$ cat src/rtl/serial_pkg.sv
// Shared serial-line definitions used by both the transmit and receive sides.
package serial_pkg;

    typedef enum logic [1:0] {IDLE, START, DATA, STOP} tx_state_t;

    localparam logic START_BIT  = 1'b0;
    localparam logic STOP_BIT   = 1'b1;
    localparam logic IDLE_LEVEL = 1'b1;

endpackage

$ cat src/rtl/serial_tx_if.sv
// Producer-side valid/ready word handshake into the serial transmitter.
interface serial_tx_if #(
    parameter int DATA_W = 8
);
    logic [DATA_W-1:0] data_in;
    logic              valid_in;
    logic              ready_out;

    modport master (output data_in, output valid_in, input ready_out);
    modport slave  (input data_in, input valid_in, output ready_out);
endinterface

$ cat src/rtl/serial_tx_bit_timer.sv
// Free-running bit-period counter; bit_done marks the last cycle of each bit.
module bit_timer #(
    parameter int CLKS_PER_BIT = 4
) (
    input  logic clk,
    input  logic reset,
    input  logic clear,
    output logic bit_done
);
    localparam int CW = $clog2(CLKS_PER_BIT) + 1;

    logic [CW-1:0] cnt_q, cnt_d;

    assign bit_done = (cnt_q == CW'(CLKS_PER_BIT - 1));

    // With CLKS_PER_BIT = 1 bit_done is permanently high and the count stays at 0.
    always_comb begin
        cnt_d = cnt_q + CW'(1);
        if (clear || bit_done) cnt_d = '0;
    end

    always_ff @(posedge clk or posedge reset) begin
        if (reset) cnt_q <= '0;
        else       cnt_q <= cnt_d;
    end
endmodule

$ cat src/rtl/serial_tx.sv
// Parallel-to-serial transmitter: start bit, DATA_W bits LSB first, stop bit.
module serial_tx
    import serial_pkg::*;
#(
    parameter int DATA_W       = 8,
    parameter int CLKS_PER_BIT = 4
) (
    input  logic        clk,
    input  logic        reset,
    serial_tx_if.slave  bus,
    output logic        tx_out,
    output logic        busy
);
    localparam int IW = $clog2(DATA_W) + 1;

    tx_state_t         state_q;
    logic [DATA_W-1:0] shreg_q;
    logic [IW-1:0]     idx_q;
    logic              tx_q, busy_q, ready_q;
    logic              accept, bit_done;
    logic [DATA_W-1:0] shreg_nx;

    assign accept   = (state_q == IDLE) && bus.valid_in;
    assign shreg_nx = shreg_q >> 1;

    bit_timer #(.CLKS_PER_BIT(CLKS_PER_BIT)) u_timer (
        .clk      (clk),
        .reset    (reset),
        .clear    (accept),
        .bit_done (bit_done)
    );

    always_ff @(posedge clk or posedge reset) begin
        if (reset) begin
            state_q <= IDLE;
            shreg_q <= '0;
            idx_q   <= '0;
            tx_q    <= IDLE_LEVEL;
            busy_q  <= 1'b0;
            ready_q <= 1'b1;
        end else begin
            case (state_q)
                IDLE: if (bus.valid_in) begin
                    shreg_q <= bus.data_in;
                    idx_q   <= '0;
                    state_q <= START;
                    tx_q    <= START_BIT;
                    busy_q  <= 1'b1;
                    ready_q <= 1'b0;
                end
                START: if (bit_done) begin
                    state_q <= DATA;
                    idx_q   <= '0;
                    tx_q    <= shreg_q[0];
                end
                // tx_q is loaded with the bit that will be on the line next cycle.
                DATA: if (bit_done) begin
                    if (idx_q == IW'(DATA_W - 1)) begin
                        state_q <= STOP;
                        tx_q    <= STOP_BIT;
                    end else begin
                        shreg_q <= shreg_nx;
                        idx_q   <= idx_q + IW'(1);
                        tx_q    <= shreg_nx[0];
                    end
                end
                STOP: if (bit_done) begin
                    state_q <= IDLE;
                    tx_q    <= IDLE_LEVEL;
                    busy_q  <= 1'b0;
                    ready_q <= 1'b1;
                end
                default: state_q <= IDLE;
            endcase
        end
    end

    assign tx_out        = tx_q;
    assign busy          = busy_q;
    assign bus.ready_out = ready_q;
endmodule
$ cat src/flat_wrapper.sv
// flat-port wrapper written by rule: the top's interface ports become plain ports
module serial_tx_flat import serial_pkg::*;
#(
    parameter int DATA_W       = 8,
    parameter int CLKS_PER_BIT = 4
)
  (clk, reset, tx_out, busy, bus_data_in, bus_valid_in, bus_ready_out);
  serial_tx_if #(.DATA_W(DATA_W)) bus_i ();
  input  logic clk;
  input  logic reset;
  output logic tx_out;
  output logic busy;
  input wire logic [$bits(bus_i.data_in)-1:0] bus_data_in;
  input wire logic [$bits(bus_i.valid_in)-1:0] bus_valid_in;
  output wire logic [$bits(bus_i.ready_out)-1:0] bus_ready_out;
  assign bus_i.data_in = bus_data_in;
  assign bus_i.valid_in = bus_valid_in;
  assign bus_ready_out = bus_i.ready_out;
  serial_tx #(.DATA_W(DATA_W), .CLKS_PER_BIT(CLKS_PER_BIT)) u_core (.clk(clk), .reset(reset), .bus(bus_i), .tx_out(tx_out), .busy(busy));
endmodule
$ cat config.mk
export PLATFORM = sky130hd
export DESIGN_NAME = serial_tx_flat
export DESIGN_NICKNAME = d
export VERILOG_FILES = /design/src/rtl/serial_pkg.sv /design/src/rtl/serial_tx_if.sv /design/src/rtl/serial_tx_bit_timer.sv /design/src/rtl/serial_tx.sv /design/src/flat_wrapper.sv
export SDC_FILE = /design/constraint.sdc
export NUM_CORES = 1
export LEC_CHECK = 0
export ABC_AREA = 0
export CORE_AREA = 2 2 52 54
export CTS_CLUSTER_DIAMETER = 200
export DETAILED_ROUTE_END_ITERATION = 10
export DIE_AREA = 0 0 54 56
export GPL_TIMING_DRIVEN = 0
export PLACE_DENSITY = 0.77
export SYNTH_ARGS = -nofsm -noshare
export SYNTH_HDL_FRONTEND = slang
export SYNTH_SLANG_ARGS = --single-unit
$ cat constraint.sdc
create_clock -name clk -period 1.8 [get_ports clk]
set_clock_uncertainty 0.05 [all_clocks]
set_input_delay 0.27 -clock clk [delete_from_list [all_inputs] [get_ports clk]]
set_output_delay 0.27 -clock clk [all_outputs]
set_load 0.05 [all_outputs]
# == Word level (Yosys, flattened, before mapping) ==
# Cells that the tools add are included.
# totals
wordCells,57
output_inout_bits,3
in_bits,11
reg_bits,20
# classes
n_addsub,2
eq_ne,11
muxes,26
reduce_logical,11
# ops
cell,n
$mux W8,3
$mux W4,4
$pmux W8 S2,1
$pmux W4 S3,1
$mux W2,5
$ne A2 B2 Y1 const B,5
$reduce_and A5 Y1,2
$pmux W2 S4,1
$reduce_and A4 Y1,2
$mux W1,7
$add A4 B1 Y4 const B,1
$eq A2 B2 Y1 const B,2
$eq A4 B3 Y1 const B,1
$pmux W1 S2,2
$pmux W1 S4,1
$reduce_bool A2 Y1,2
$add A3 B1 Y3 const B,1
$eq A3 B2 Y1 const B,1
$mux W3,1
$reduce_and A3 Y1,1
$reduce_bool A3 Y1,1
$eq A2 B1 Y1 const B,1
$logic_not A2 Y1,1
$ne A2 B1 Y1 const B,1
2 further kinds,2

# == Longest topological paths before layout ==
# Gate-level depths: netlist of the first run.
# logic_depth
word_depth,4
mapped_depth,7
ltp_nobuf,5

# == Modules after synthesis ==
# From an unflattened synthesis of the first run, not the netlist that was laid out.
# hier_totals
cells_unflattened,102
hier_area_um2,1096.1
# modules_own_cells
mod,instances,area_each_um2,cells_each
serial_tx,1,965.9,92
bit_timer,1,130.1,10

# == Least setup slack after synthesis of the first run ==
# No wires, ideal clock.
# synth_timing
path_type,register to register
from,register u_core.state_q[0]
to,register u_core.state_q[1]
setup_ps,125
period_less_slack_ps,1739
required_ps,1625
t_arrival_ps,1565
stages_incl_launch_ff,8
path_slack_ps,61
path_cell_list,dfrtp_1 > inv_1 > ha_1 > buf_6 > inv_1 > buf_4 > o221ai_1 > mux2_2
# synth_between
elab_chain_cells,3
elab_cells_between_ends,11
# synth_lines
element,line_no,source
from (decl),serial_tx.sv:16,tx_state_t state_q;
from (signal assigned),serial_tx.sv:35,state_q <= IDLE;
from (signal assigned),serial_tx.sv:46,state_q <= START;
from (signal assigned),serial_tx.sv:52,state_q <= DATA;
$eq A2 B2 Y1 (tied with other cells),serial_tx.sv:42,case (state_q)
$ne A2 B1 Y1 (no source line) / $ne A2 B2 Y1 (equally long branches),--,
$reduce_and A5 Y1 (no source line),--,
# Parallel ways exist; a longest one is shown, timed or not.
# A chain may end at the register's enable or synchronous reset.

# == Worst setup path after layout of the first run ==
# layout_timing
from,register u_core.state_q[1]
to,register u_core.state_q[1]
# Same word-level chain as after synthesis.

==> flow_summary.ini, run 1 <==
[detailed_routing]
post_drt_wl_per_cell_um = 14.57
ant_nets = 0
routed_wl_um = 2375
drt_iter0_drc = 27
drtPass1Iterations = 4
drc = 0
vias_per_cell = 5.761
vias = 939

[cts]
htree_levels = 1
cts-root-buf = clkbuf_4
numCtsBuffers = 3
cts_tree = built
cts_sinks = 20
cts_hold_buffers = 0
clk_pin_slew_ns = 0.11
clk_latency_ns = 0.31
cts_buffer_depth = 2

[sta]
finalSetupViolations = 0
slew_headroom = 0.5100
drv_slew = 0
tns_ns = 0
fmax_mhz = 567.6
hold_viol_final = 0
tightest_slew_ns = 0.7343
whs_ns = 0.3172
min_period_ns = 1.762
period_share = 0.9787

[final_layout]
mostFrequentLayoutCell = dfrtp_1
layout-drive-gt1-share = 0.2406
final_cell_mix = 18 x dfrtp_1, 11 x nand2_1, 10 x clkdlybuf4s50_1, 8 x o2bb2ai_1, 7 x a2bb2oi_1
fill_cells = 211
syn2layout_area_growth_pct = 24.60
fin_nets = 153
antenna_cells = 0

[grt]
grt_max_degree = 21
overflow = 0
grt_pass1_wl_um = 3864
antenna_found_initial = 0
grt_use_total = 0.1707
grt_pass1_vias = 862

[worst_setup_path]
crit_buf_inv = 1
critPathRequiredTime_ns = 1.95
critical_path_class = reg2reg
endpoint_kind = flip-flop
crit_chain = ha_1, buf_2, nor3_2, o221ai_4, mux2_2
crit_fanout = 9
cpMaxStageDelayCell = dfrtp_1
crit_family = flip-flops
worstPathArrival_ns = 1.91
start_kind = flip-flop
rrSetupSlack_ns = 0.04
cp_slowest_stage_delay_ns = 0.45

[synth]
postSynthCellCount = 111
synth_edf_count = 0
ys.flop_type = dfrtp_1
synth_compound_area_frac = 0.2276
ys_ff_latch = 20
syn_avg_cell_area_um2 = 10.45
synthArstFlopShare = 1.000
synth_cell_types = 37
netlist_area_um2 = 1160
synthXorXnorAreaFrac = 0
yosysSeqAreaShare = 0.4337
yosys.area_share.simple = 0.1661
synth_warnings = 0
synth_top_family_by_area = compound AO/OA/AOI/OAI gates
syn_nets = 130
synth.area.mux_share = 0.02913
synth_fa_ha_area_frac = 0.08630

[run_status]
status = completed

[floorplan]
io_pins = 14
die_y_um = 56
die-area_um2 = 3024
fp.coreArea_um2 = 2432
start_util = 0.4769
rows = 18
fp.dieW_um = 54

[power]
p_int_uw = 1481
leakage_uw = 0.0006221
p_comb_frac = 0.583
pwr-share-clk = 0.106
power_density_nw_per_um2 = 1731
vdd_ir_drop_max_mv = 1.193
p_sw_uw = 1020
p_sw_frac = 0.4077
p_seq_frac = 0.311

[worst_hold_path]
hold_class = in2async

[placed_design]
gp_congestion = 0.7993
portBuffers = 13
dp_hpwl_um = 1615

[flow_run]
maxCapViolations = 0
synthesized netlist by cell type, types with 2 or more instances:
cell / count / area share
o2bb2ai_1: 8 / 0.060
buf_6: 2 / 0.019
inv_1: 7 / 0.023
nand2b_1: 2 / 0.011
ha_1: 8 / 0.086
nand2_1: 12 / 0.039
a21oi_1: 4 / 0.017
mux2_2: 3 / 0.029
buf_2: 2 / 0.0086
o21ai_0: 2 / 0.0086
nor2_1: 4 / 0.013
o211ai_1: 2 / 0.013
a2bb2oi_1: 7 / 0.053
nand4b_1: 2 / 0.015
nand3_1: 5 / 0.022
dfstp_2: 2 / 0.045
o31ai_1: 2 / 0.013
dfrtp_1: 18 / 0.39
logic make-up after synthesis:
logic type      count (synthesis)
buf+inv                        12
fa+ha+maj                       8
simple gates                   35
compound gates                 33
flops                          20
mux                             3
worst reg2reg max path, cell delays in order, from the launching register on:
cell and delay, ns:
dfrtp_1 0.45, ha_1 0.21, buf_2 0.18, nor3_2 0.31, o221ai_4 0.16, mux2_2 0.29
final cells by class:
class,instances,area (um^2),share of cell area
buffer,5,40.04,0.02771
tap,30,37.54,0.02597
clock buffer,4,36.28,0.02511
inverter,7,26.28,0.01818
timing repair buffer,18,163.9,0.1134
sequential,20,503.0,0.3481
multi-input combinational,79,638.1,0.4416
per-stage QoR:
stage                     area (um^2)  instances    util  total power, uW  worst slack (ns)
final                            1445        163  0.5941             2501           0.03834
after global routing             1445        163  0.5941             2684          -0.03161
after CTS                        1376        159  0.5658             2323           0.02026
after detailed placement         1328        154  0.5458             2025          -0.09693
after global placement           1328        154  0.5458             1979          -0.04922
after floorplan                  1160        111       -             1745           0.06071
power by group through the flow:
stage | Combinational [uW] | Sequential (uW) | Clock, uW
finish | 1460 | 778 | 265
global route | 1600 | 798 | 291
CTS | 1280 | 768 | 277
detailed placement | 1250 | 777 | 0
global placement | 1210 | 770 | 0
floorplan | 924 | 820 | 0
sequential cells by signal, indices dropped and copies added, names as in the netlist:
register and flops:
u_core.state_q 2, u_core.shreg_q 8, u_core.tx_out 1, u_core.u_timer.cnt_q 3, u_core.busy 1, u_core.bus.ready_out 1, u_core.idx_q 4
routing by layer:
metal	wire length, um	part of all wire	GRT usage
met5	0	0	0
met2	1129	0.48	0.2491
met3	77	0.032	0.05645
met4	27	0.011	0.03214
met1	1141	0.48	0.2462
worst paths after layout:
path | start | endpoint | cells past startpoint
worst max-delay path | u_core.state_q[1]$_DFFE_PP0P_ | u_core.state_q[1]$_DFFE_PP0P_ | 5
worst min-delay path | reset | u_core.shreg_q[1]$_DFFE_PP0P_ | 2
worst max register to register | u_core.state_q[1]$_DFFE_PP0P_ | u_core.state_q[1]$_DFFE_PP0P_ | 5
worst min register to register | u_core.u_timer.cnt_q[0]$_DFF_PP0_ | u_core.u_timer.cnt_q[0]$_DFF_PP0_ | 1
max in group asynchronous | reset | u_core.state_q[1]$_DFFE_PP0P_ | 2
min in group clk | u_core.u_timer.cnt_q[0]$_DFF_PP0_ | u_core.u_timer.cnt_q[0]$_DFF_PP0_ | 1
timing repair:
item | in CTS | in global routing
resized for setup | 6 | 9
setup buffers | 1 | 4
endpoints found under the setup margin | 7 | 5
cloned | 0 | 0
pin swaps | 1 | 3
Note: power is estimated with default switching activity, not from simulation.
==> run 2, diff against run 1 <==
- HOLD_SLACK_MARGIN: not set -> 0.05
==> results of run 2 <==
No change in the layout: final DEF, timing and power equal those of run 1.
==> run 3, diff against run 2 <==
- ABC_CLOCK_PERIOD_IN_PS: not set -> 1800
- CTS_CLUSTER_DIAMETER: 200 -> 150
==> results of run 3 <==
No change in the layout: final DEF, timing and power equal those of run 1.
